File: src/rtl/microwave_timer_ctrl.sv
// Microwave mm:ss countdown sequencer: keypad entry, once-per-second decrement, magnetron enable.
// Latency: one cycle from any input to its effect; done pulses on the edge that reaches 0:00.
module microwave_timer_ctrl #(
  parameter int TICKS_PER_SEC = 100
) (
  input  logic       clk,
  input  logic       rst_n,
  input  logic       key_valid,
  input  logic [3:0] key_digit,
  input  logic       start,
  input  logic       stop,
  input  logic       clear,
  input  logic       door_open,
  output logic [3:0] min_bcd,
  output logic [3:0] dseg_bcd,
  output logic [3:0] seg_bcd,
  output logic [1:0] state_o,
  output logic       magnetron_on,
  output logic       done
);

  typedef enum logic [1:0] {
    S_IDLE  = 2'd0,
    S_RUN   = 2'd1,
    S_PAUSE = 2'd2,
    S_DONE  = 2'd3
  } state_t;

  localparam int PW = (TICKS_PER_SEC > 2) ? $clog2(TICKS_PER_SEC) : 1;
  localparam logic [PW-1:0] TICK_LAST = PW'(TICKS_PER_SEC - 1);

  state_t        state_q, state_d;
  logic [3:0]    min_q, min_d;
  logic [3:0]    dseg_q, dseg_d;
  logic [3:0]    seg_q, seg_d;
  logic [PW-1:0] presc_q, presc_d;
  logic          done_q, done_d;

  logic [3:0] dec_min, dec_dseg, dec_seg;
  logic       dec_zero, time_zero, start_ok, tick;

  // Borrow chain; guarded so the time never wraps below 0:00.
  always_comb begin
    dec_min  = min_q;
    dec_dseg = dseg_q;
    dec_seg  = seg_q;
    if (seg_q != 4'd0) begin
      dec_seg = seg_q - 4'd1;
    end else if (dseg_q != 4'd0) begin
      dec_dseg = dseg_q - 4'd1;
      dec_seg  = 4'd9;
    end else if (min_q != 4'd0) begin
      dec_min  = min_q - 4'd1;
      dec_dseg = 4'd5;
      dec_seg  = 4'd9;
    end
  end

  assign dec_zero  = (dec_min == 4'd0) && (dec_dseg == 4'd0) && (dec_seg == 4'd0);
  assign time_zero = (min_q == 4'd0) && (dseg_q == 4'd0) && (seg_q == 4'd0);
  assign start_ok  = !time_zero && (dseg_q <= 4'd5);
  assign tick      = (presc_q == TICK_LAST);

  always_comb begin
    state_d = state_q;
    min_d   = min_q;
    dseg_d  = dseg_q;
    seg_d   = seg_q;
    presc_d = '0;
    done_d  = 1'b0;
    if (clear) begin
      state_d = S_IDLE;
      min_d   = 4'd0;
      dseg_d  = 4'd0;
      seg_d   = 4'd0;
    end else begin
      case (state_q)
        S_IDLE: begin
          if (door_open || stop) begin
            state_d = S_IDLE;
          end else if (start) begin
            if (start_ok) state_d = S_RUN;
          end else if (key_valid && (key_digit <= 4'd9)) begin
            min_d  = dseg_q;
            dseg_d = seg_q;
            seg_d  = key_digit;
          end
        end
        S_RUN: begin
          if (door_open || stop) begin
            state_d = S_PAUSE;
          end else if (tick) begin
            min_d  = dec_min;
            dseg_d = dec_dseg;
            seg_d  = dec_seg;
            if (dec_zero) begin
              state_d = S_DONE;
              done_d  = 1'b1;
            end
          end else begin
            presc_d = presc_q + PW'(1);
          end
        end
        S_PAUSE: begin
          if (door_open) begin
            state_d = S_PAUSE;
          end else if (stop) begin
            state_d = S_IDLE;
            min_d   = 4'd0;
            dseg_d  = 4'd0;
            seg_d   = 4'd0;
          end else if (start) begin
            state_d = S_RUN;
          end
        end
        default: begin
          min_d  = 4'd0;
          dseg_d = 4'd0;
          seg_d  = 4'd0;
          if (stop || start || key_valid) state_d = S_IDLE;
        end
      endcase
    end
  end

  always_ff @(posedge clk or negedge rst_n) begin
    if (!rst_n) begin
      state_q <= S_IDLE;
      min_q   <= 4'd0;
      dseg_q  <= 4'd0;
      seg_q   <= 4'd0;
      presc_q <= '0;
      done_q  <= 1'b0;
    end else begin
      state_q <= state_d;
      min_q   <= min_d;
      dseg_q  <= dseg_d;
      seg_q   <= seg_d;
      presc_q <= presc_d;
      done_q  <= done_d;
    end
  end

  assign min_bcd      = min_q;
  assign dseg_bcd     = dseg_q;
  assign seg_bcd      = seg_q;
  assign state_o      = state_q;
  assign magnetron_on = (state_q == S_RUN);
  assign done         = done_q;

endmodule
File: config.mk
export PLATFORM = sky130hd
export DESIGN_NAME = microwave_timer_ctrl
export DESIGN_NICKNAME = d
export VERILOG_FILES = /design/src/rtl/microwave_timer_ctrl.sv
export SDC_FILE = /design/constraint.sdc
export NUM_CORES = 1
export LEC_CHECK = 0
export BUFFER_PORTS_ARGS = -buffer_cell sky130_fd_sc_hd__buf_2
export CELL_PAD_IN_SITES_DETAIL_PLACEMENT = 0
export CELL_PAD_IN_SITES_GLOBAL_PLACEMENT = 1
export CORE_ASPECT_RATIO = 0.75
export CORE_UTILIZATION = 35
export CTS_CLUSTER_SIZE = 28
export DETAILED_ROUTE_END_ITERATION = 6
export PLACE_DENSITY = 0.75
export SYNTH_ARGS = -nofsm -noshare
export SYNTH_HDL_FRONTEND = slang
export SYNTH_SLANG_ARGS = --single-unit
File: constraint.sdc
create_clock -name clk -period 3.52 [get_ports clk]
set_clock_uncertainty 0.05 [all_clocks]
set_input_delay 0.352 -clock clk [delete_from_list [all_inputs] [get_ports clk]]
set_output_delay 0.352 -clock clk [all_outputs]
set_load 0.02 [all_outputs]
==> results of run 1 <==
[worst max-delay path, cell delays in order, from the launching register on]
cell,delay (ps)
dfrtp_1,470
inv_1,150
ha_1,300
or3b_1,540
or3_4,480
mux2i_4,210
o41a_1,420
o41ai_2,270
[power by group through the flow]
stage	clock network, mW	registers [mW]	logic (mW)
floorplan	0	0.275	0.130
global placement	0	0.280	0.168
detailed placement	0	0.280	0.166
CTS	0.195	0.275	0.166
global route	0.207	0.277	0.186
finish	0.189	0.275	0.167
[metrics by stage]
stage	utilization (%)	area (sq um)	setup slack, ps	hold WS [ps]
finish	41.6	1920	539	-8.27
global route	41.6	1920	291	33.2
CTS	41.6	1920	549	11.0
detailed placement	40.4	1870	561	310
global placement	40.4	1870	628	310
floorplan	-	1740	698	6.41
[routing by layer]
| layer | share of wire [%] | routed length (um) |
|---|---|---|
| met5 | 0 | 0 |
| met4 | 0.55 | 24 |
| met3 | 5.2 | 227 |
| met2 | 38 | 1640 |
| met1 | 56 | 2450 |
[sequential cells by signal (all words and copies together), names as in the netlist]
name      count
presc_q       7
dseg_bcd      4
state_o       2
seg_bcd       4
min_bcd       4
done          1
[synthesized netlist by cell type (all sizes together), types with 2 or more instances]
cell,instances
nor2,30
dfrtp,22
a21oi,15
inv,12
nand2,10
nor3,10
buf,9
ha,6
nor2b,5
xnor2,5
a211oi,4
mux2,4
mux2i,4
nand2b,4
a221oi,3
a22oi,3
clkbuf,3
nand3,3
nand4,3
nor3b,3
nor4,3
o21ai,3
o32ai,3
and3,2
nand3b,2
nor4b,2
o31ai,2
or3,2
or3b,2
xor2,2
[cells by family (layout without fill, tap and decap cells)]
family / count (synthesis) / in the layout / share of synthesized area, %
simple gates: 87 / 87 / 29.2
compound gates: 43 / 43 / 18.5
buf+inv: 24 / 43 / 7.19
flops: 22 / 22 / 31.6
mux: 8 / 8 / 5.61
xor+xnor: 7 / 7 / 3.52
fa+ha+maj: 6 / 6 / 4.31
[path summary, 6_finish.rpt]
| kind | to |
|---|---|
| max | state_o[1] |
| min | presc_q[1] |
| max reg2reg | state_o[1] |
| min reg2reg | presc_q[0] |
| max in group asynchronous | min_bcd[0] |
| min in group clk | presc_q[0] |
[cell type report]
class | instances | area (sq um)
Clock buffer | 4 | 55.1
Fill cell | 469 | 2700
Inverter | 12 | 45.0
Multi-Input combinational cell | 151 | 1060
Sequential cell | 22 | 551
Tap cell | 57 | 71.3
Timing Repair Buffer | 27 | 138
==> flow_metrics.tcl, run 1 <==
set metrics [dict create \
    die_area_sq_mm 0.00526 \
    post_drt_via_cell_ratio 5.62 \
    hold_buffers 0 \
    place_congestion 0.845 \
    diodes 0 \
    ys_async_sr_fraction_pct 100 \
    syn_area_sq_mm 0.00174 \
    reg2reg_depth 7 \
    yosysSeqAreaShare_pct 31.6 \
    route.detailed.drc 0 \
    power_density_mw_per_mm2 328 \
    ctsHtreeMaxLevel 1 \
    cts_tree "done" \
    clkLatencyLatePin_ps 270 \
    numCtsBuffers 3 \
    grt_max_degree 23 \
    io_pins 27 \
    yosysTopAreaCellShare_pct 31.6 \
    slew_headroom_pct 58.4 \
    min_period_ps 2980 \
    finalHoldViolCount 6 \
    rows 21 \
    ys_ff_latch 22 \
    post_drt_wl_per_cell_um 15.9 \
    synth.net_count 214 \
    die-width_um 83.4 \
    worstPathRequired_ps 3640 \
    totalWireLength_um 4340 \
    fmax_mhz 335 \
    ir_worst_vdd_mv 0.132 \
    rsz0062_at_grt "no" \
    status "finished with violations" \
    critPathCaptureType "flop" \
    first_pass_iters 4 \
    cp-start-kind "flop" \
    seqPwrFrac_pct 43.6 \
    yosys.area.top_type "dfrtp_1" \
    grt.met3_usage_pct 3.67 \
    setup_viol 0 \
    p_switching_uw 203 \
    layout_commonest_cell "nor2_1" \
    cts_setup_buffers 0 \
    maxCapViolCount 0 \
    grtUsageTotal_pct 17.6 \
    clk_pin_slew_ps 90 \
    maxSlewViolCount 0 \
    coreArea_sq_mm 0.00462 \
    synth.distinct_cells 59 \
    use_met1_pct 29.0 \
    crit_start "seg_bcd[0]" \
    synth_edf_count 0 \
    synth_cells 197 \
    post-route-period-util_pct 84.7 \
    grt_pass1_vias 1398 \
    clockRootBuffer "clkbuf_8" \
    start_util_pct 37.6 \
    cp_max_fo 9 \
    mostFrequentLayoutCells "nor2_1 (28), buf_2 (26), dfrtp_1 (22), a21oi_1 (14), inv_1 (12)" \
    met2_usage_pct 22.7 \
    p_sw_share_pct 32.2 \
    area_growth_pct 10.6 \
    cp_data_arrival_time_ps 3100 \
    cts_repair_resize_count 0 \
    grt_overflow_total 0 \
    ff2ff_setup_slack_ps 540 \
    r2r-start "seg_bcd[0]" \
    cts.sinks 22 \
    grt_pass1_wl_um 7380 \
    fin_hold_ws_ps -8.27 \
    fin_total_pwr_uw 631 \
    syn_avg_cell_area_sq_um 8.83 \
    criticalPathCategory "reg2reg" \
    failed_checks "negative hold slack" \
    pwr-share-comb_pct 26.4 \
    drtIter0Drc 86 \
    nets 234 \
    worstMarginPinSlew_ps 619 \
    hpwl_um 3230 \
    port_buffers 26 \
    setup_tns_ps 0 \
    cts_buffer_depth 2 \
    power.internal_uw 427 \
    hold_class "in2async" \
    pwr-share-clk_pct 30.0 \
    yosys_warnings 0 \
    layout-drive-gt1-share_pct 23.1 \
    grt_busiest_layer "met1" \
    power.leakage_nw 0.877 \
    layoutNonFillerInstCount 273 \
    dp.cells 269 \
    ant_nets 0 \
    synth_area_leaders "dfrtp_1 (32%), nor2_1 (6.0%), ha_1 (4.3%)" \
    die_y_um 63.1 \
    antenna_found_initial 0 \
    vias 1534 \
    synthFlopType "dfrtp_1" \
]
(Power assumes the default switching activity.)
==> run 2, diff against run 1 <==
--- a/config.mk
+++ b/config.mk
@@ -12,7 +12,7 @@
 export CORE_UTILIZATION = 35
 export CTS_CLUSTER_SIZE = 28
 export DETAILED_ROUTE_END_ITERATION = 6
-export PLACE_DENSITY = 0.75
+export PLACE_DENSITY = 0.78
 export SYNTH_ARGS = -nofsm -noshare
 export SYNTH_HDL_FRONTEND = slang
 export SYNTH_SLANG_ARGS = --single-unit
==> constraint.sdc (replaced) <==
create_clock -name clk -period 2.68 [get_ports clk]
set_clock_uncertainty 0.05 [all_clocks]
set_input_delay 0.268 -clock clk [delete_from_list [all_inputs] [get_ports clk]]
set_output_delay 0.268 -clock clk [all_outputs]
set_load 0.02 [all_outputs]
==> run 2 against run 1 <==
Against the previous run:
- critical endpoint unchanged
- sequential share of layout area down 2.7 points
- the flow now finishes without violations
- sequential cell count unchanged
- cell count up 9.5%
- critical path type unchanged
==> flow_metrics.tcl, run 2 (synthesis gave the netlist of run 1 again) <==
set metrics [dict create \
    largest_register_ffs 7 \
    grt_max_degree 23 \
    criticalPathCategory "reg2reg" \
    clockRootBuffer "clkbuf_8" \
    grtUsageTotal_pct 18.4 \
    post_drt_wl_per_cell_um 15.3 \
    layout_commonest_cell "nor2_1" \
    cp-start-kind "flop" \
    fin_hold_ws_ps 314 \
    cp_max_fo 3 \
    nets 260 \
    die-width_um 83.4 \
    maxCapViolCount 0 \
    die_area_sq_mm 0.00526 \
    regArea_sq_um 556 \
    grt_pass1_vias 1453 \
    drtIter0Drc 124 \
    clkLatencyLatePin_ps 270 \
    cp_num_buf_inv 1 \
    power_density_mw_per_mm2 435 \
    place_congestion 0.809 \
    rows 21 \
    cts.sinks 22 \
    critPathCaptureType "flop" \
    worstPathRequired_ps 2810 \
    antenna_found_initial 0 \
    io_pins 27 \
    worstMarginPinSlew_ps 626 \
    finalHoldViolCount 0 \
    area_growth_pct 23.4 \
    grt_pass1_wl_um 7700 \
    status "completed" \
    layout-drive-gt1-share_pct 34.3 \
    fill_cells 473 \
    post-route-period-util_pct 95.3 \
    fmax_mhz 391 \
    ctsHtreeMaxLevel 1 \
    totalWireLength_um 4570 \
    multi_input_area_sq_mm 0.00107 \
    crit_path_cell_trace "inv_1 > ha_2 > or3b_2 > or3_4 > mux2i_4 > o41a_1 > o41ai_2" \
    post_drt_via_cell_ratio 5.46 \
    ir_worst_vdd_mv 0.220 \
    fin_area_sq_mm 0.00215 \
    setup_tns_ps 0 \
    critPathTopFamily "simple AND/OR/NAND/NOR gates" \
    vias 1633 \
    start_util_pct 37.6 \
    hpwl_um 3420 \
    diodes 0 \
    numCtsBuffers 3 \
    setup_viol 0 \
    cts_buffer_depth 2 \
    mostFrequentLayoutCells "nor2_1 (28), buf_2 (26), buf_4 (26), dfrtp_1 (18), a21oi_1 (14)" \
    ant_nets 0 \
    regMostFlops "presc_q" \
    cp_data_arrival_time_ps 2680 \
    first_pass_iters 4 \
    slowest_stage "or3b_2" \
    cts_repair_resize_count 0 \
    min_period_ps 2560 \
    hold_class "in2reg" \
    route.detailed.drc 0 \
    coreArea_sq_mm 0.00462 \
    port_buffers 26 \
    maxSlewViolCount 0 \
    clk_pin_slew_ps 90 \
    cts_tree "done" \
    die_y_um 63.1 \
    grt_overflow_total 0 \
    slowest_delay_ps 490 \
    power.leakage_nw 1.00 \
    place_area_sq_mm 0.00206 \
    slew_headroom_pct 58.3 \
]
[run 2: changes by cell type in the layout (fill, tap and decap cells not counted), sizes merged]
cell         change
buf             +25
bufinv           +1
clkbuf           -1
dlygate4sd3      +1
[run 2: tightest hold or removal path, stage by stage]
cell and delay (ps):
buf_2 90, a221oi_1 70, nor3_1 160
[run 2: power by group]
group / leakage, nW / internal (mW) / switching (mW) / total [mW]
Combinational: 0.670 / 0.117 / 0.152 / 0.269
Sequential: 0.299 / 0.339 / 0.00515 / 0.344
Clock: 0.0357 / 0.200 / 0.123 / 0.323
Total: 1.00 / 0.656 / 0.280 / 0.935
[run 2: metrics by stage]
stage               cells  util, %  setup WS [ps]  total power [mW]
global route          299     46.5          -13.4             0.982
CTS                   298     46.3            128             0.941
detailed placement    293     44.5            147             0.616
finish                299     46.5            125             0.935
global placement      293     44.5            189             0.618
floorplan             197        -           12.0             0.534
[run 2: routing by layer]
layer	vias to the layer above	global-route usage [%]	wire length, um	share of wire (%)
met5	-	0	0	0
met4	0	3.18	17	0.37
met3	2	3.01	251	5.5
met2	54	25.6	1890	41
met1	770	29.5	2410	53
li1	807	-	-	-
[run 2: repair_timing]
action / CTS / global route
buffers inserted: 0 / 1
setup endpoints to repair: 0 / 1
hold endpoints to repair: 22 / 0
hold buffers: 1 / 0
[run 2: path summary, 6_finish.rpt]
| check | slack, ps | cells past startpoint | to | startpoint |
|---|---|---|---|---|
| min in group asynchronous | 450 | 2 | presc_q[5] | rst_n |
| hold reg to reg | 410 | 1 | presc_q[0] | presc_q[0] |
| setup reg to reg | 120 | 7 | state_o[1] | dseg_bcd[1] |
| hold / removal | 310 | 3 | seg_bcd[3] | key_digit[3] |
| max in group asynchronous | 1760 | 2 | dseg_bcd[1] | rst_n |
| setup / recovery | 120 | 7 | state_o[1] | dseg_bcd[1] |
[run 2: layout make-up]
cell class	count	share of cell area, %
Clock inverter	1	1.40
Inverter	12	2.10
Clock buffer	3	1.92
Timing Repair Buffer	53	15.6
Multi-Input combinational cell	151	49.8
Tap cell	57	3.32
Sequential cell	22	25.9
==> run 3, diff against run 2 <==
==> config.mk (replaced) <==
export PLATFORM = sky130hd
export DESIGN_NAME = microwave_timer_ctrl
export DESIGN_NICKNAME = d
export VERILOG_FILES = /design/src/rtl/microwave_timer_ctrl.sv
export SDC_FILE = /design/constraint.sdc
export NUM_CORES = 1
export LEC_CHECK = 0
export BUFFER_PORTS_ARGS = -buffer_cell sky130_fd_sc_hd__buf_2
export CELL_PAD_IN_SITES_DETAIL_PLACEMENT = 1
export CELL_PAD_IN_SITES_GLOBAL_PLACEMENT = 2
export CORE_ASPECT_RATIO = 0.75
export CORE_UTILIZATION = 31
export CTS_CLUSTER_SIZE = 28
export DETAILED_ROUTE_END_ITERATION = 6
export PLACE_DENSITY = 0.84
export SYNTH_ARGS = -nofsm -noshare
export SYNTH_HDL_FRONTEND = slang
export SYNTH_SLANG_ARGS = --single-unit
==> run 3 against run 2 <==
Against the previous run:
- power increased by 0.96%
- non-clock buffer count decreased by 6
- maximum frequency decreased by 0.56%
- hold slack improved by 15 ps
- critical path depth unchanged
- sequential share of layout area increased by 0.11 points
- core utilization decreased by 6.7 points
- routed wire length increased by 17%
- critical path type unchanged
- largest power group unchanged
- highest routed layer unchanged
==> flow_metrics.tcl, run 3 (synthesis gave the netlist of run 1 again) <==
set metrics [dict create \
    status "completed" \
    grt_overflow_total 0 \
    fin_hold_ws_ps 329 \
    rows 23 \
    cp-start-kind "flop" \
    maxSlewViolCount 0 \
    grt_pass1_vias 1629 \
    port_buffers 26 \
    vias 1687 \
    slew_headroom_pct 51.7 \
    rsz0062_at_grt "no" \
    multi_input_area_sq_mm 0.00108 \
    numCtsBuffers 3 \
    cts.sinks 22 \
    place_area_sq_mm 0.00201 \
    maxCapViolCount 0 \
    fmax_mhz 389 \
    first_pass_iters 4 \
    fin_area_sq_mm 0.00214 \
    die-width_um 88.5 \
    clockRootBuffer "clkbuf_8" \
    die_area_sq_mm 0.00592 \
    grt_pass1_wl_um 8570 \
    power_density_mw_per_mm2 441 \
    route.detailed.drc 0 \
    antenna_found_initial 0 \
    layout_commonest_cell "nor2_1" \
    start_util_pct 32.3 \
    grt_max_degree 23 \
    grtUsageTotal_pct 19.5 \
    drtIter0Drc 93 \
    post-route-period-util_pct 95.9 \
    clk_pin_slew_ps 90 \
    power.leakage_nw 0.975 \
    min_period_ps 2570 \
    cts_buffer_depth 2 \
    mostFrequentLayoutCells "nor2_1 (28), buf_2 (26), buf_4 (20), dfrtp_1 (18), a21oi_1 (14)" \
    hpwl_um 3970 \
    clkLatencyLatePin_ps 280 \
    fill_cells 671 \
    fin_total_pwr_uw 944 \
    die_y_um 66.9 \
    worstPathRequired_ps 2800 \
    nets 254 \
    coreArea_sq_mm 0.00538 \
    diodes 0 \
    setup_tns_ps 0 \
    regArea_sq_um 556 \
    post_drt_via_cell_ratio 5.42 \
    cts_tree "done" \
    reg2reg_depth 7 \
    layout-drive-gt1-share_pct 33.1 \
    setup_viol 0 \
    ctsHtreeMaxLevel 1 \
    hold_class "in2reg" \
    ant_nets 0 \
    totalWireLength_um 5330 \
    area_growth_pct 22.9 \
    ir_worst_vdd_mv 0.192 \
    post_drt_wl_per_cell_um 17.2 \
    finalHoldViolCount 0 \
    cp_max_fo 3 \
    regMostFlops "presc_q" \
    cp_data_arrival_time_ps 2690 \
    hold_path_depth 2 \
    io_pins 27 \
    worstMarginPinSlew_ps 707 \
    critPathCaptureType "flop" \
    criticalPathCategory "reg2reg" \
    place_congestion 0.870 \
    largest_register_ffs 7 \
]
-- run 3: cell types whose count changed in the layout (fill, tap and decap cells not counted), sizes merged --
| cell | change |
|---|---|
| buf | -6 |
-- run 3: area by class of cell --
| class | instances | area share (%) |
|---|---|---|
| tap | 75 | 4.39 |
| clock inverter | 1 | 1.40 |
| clock buffer | 3 | 1.93 |
| multi-input combinational | 151 | 50.6 |
| timing repair buffer | 47 | 13.6 |
| sequential | 22 | 26.0 |
| inverter | 12 | 2.11 |
-- run 3: final timing paths --
check / start / end / slack, ps
worst min register to register: presc_q[0] / presc_q[0] / 410
min in group asynchronous: rst_n / presc_q[0] / 450
worst max register to register: dseg_bcd[1] / state_o[1] / 110
worst min-delay path: clear / seg_bcd[0] / 330
max in group asynchronous: rst_n / dseg_bcd[1] / 1730
worst max-delay path: dseg_bcd[1] / state_o[1] / 110
-- run 3: worst max-delay path, stage by stage, from the launching register on --
cell     delay [ps]
dfrtp_2         420
inv_1           100
ha_2            200
or3b_4          400
or3_4           430
mux2i_4         210
o41a_1          430
o41ai_2         220
-- run 3: repair_timing --
action                                 CTS  global route
gates resized for setup                  0             3
buffers inserted                         0             4
hold buffers                             1             0
setup endpoints to repair                0             1
endpoints found under the hold margin   22             0
-- run 3: stage by stage --
stage               worst slack, ps  util, %  std cells
floorplan                      12.0        -        197
global placement                142     37.4        302
detailed placement             37.7     37.4        302
CTS                            12.8     38.9        307
global route                   7.84     39.8        311
finish                          110     39.8        311
-- run 3: report_power, final --
group,total (mW),switching (mW),internal [mW]
sequential,0.347,0.00843,0.339
combinational,0.273,0.156,0.117
clock,0.324,0.124,0.200
total,0.944,0.288,0.656
-- run 3: metal layers --
| layer | vias up | track usage [%] | routed length [um] |
|---|---|---|---|
| li1 | 790 | - | - |
| met1 | 850 | 27.6 | 2600 |
| met2 | 37 | 31.0 | 2470 |
| met3 | 10 | 3.10 | 190 |
| met4 | 0 | 4.23 | 72 |
| met5 | - | 0 | 0 |
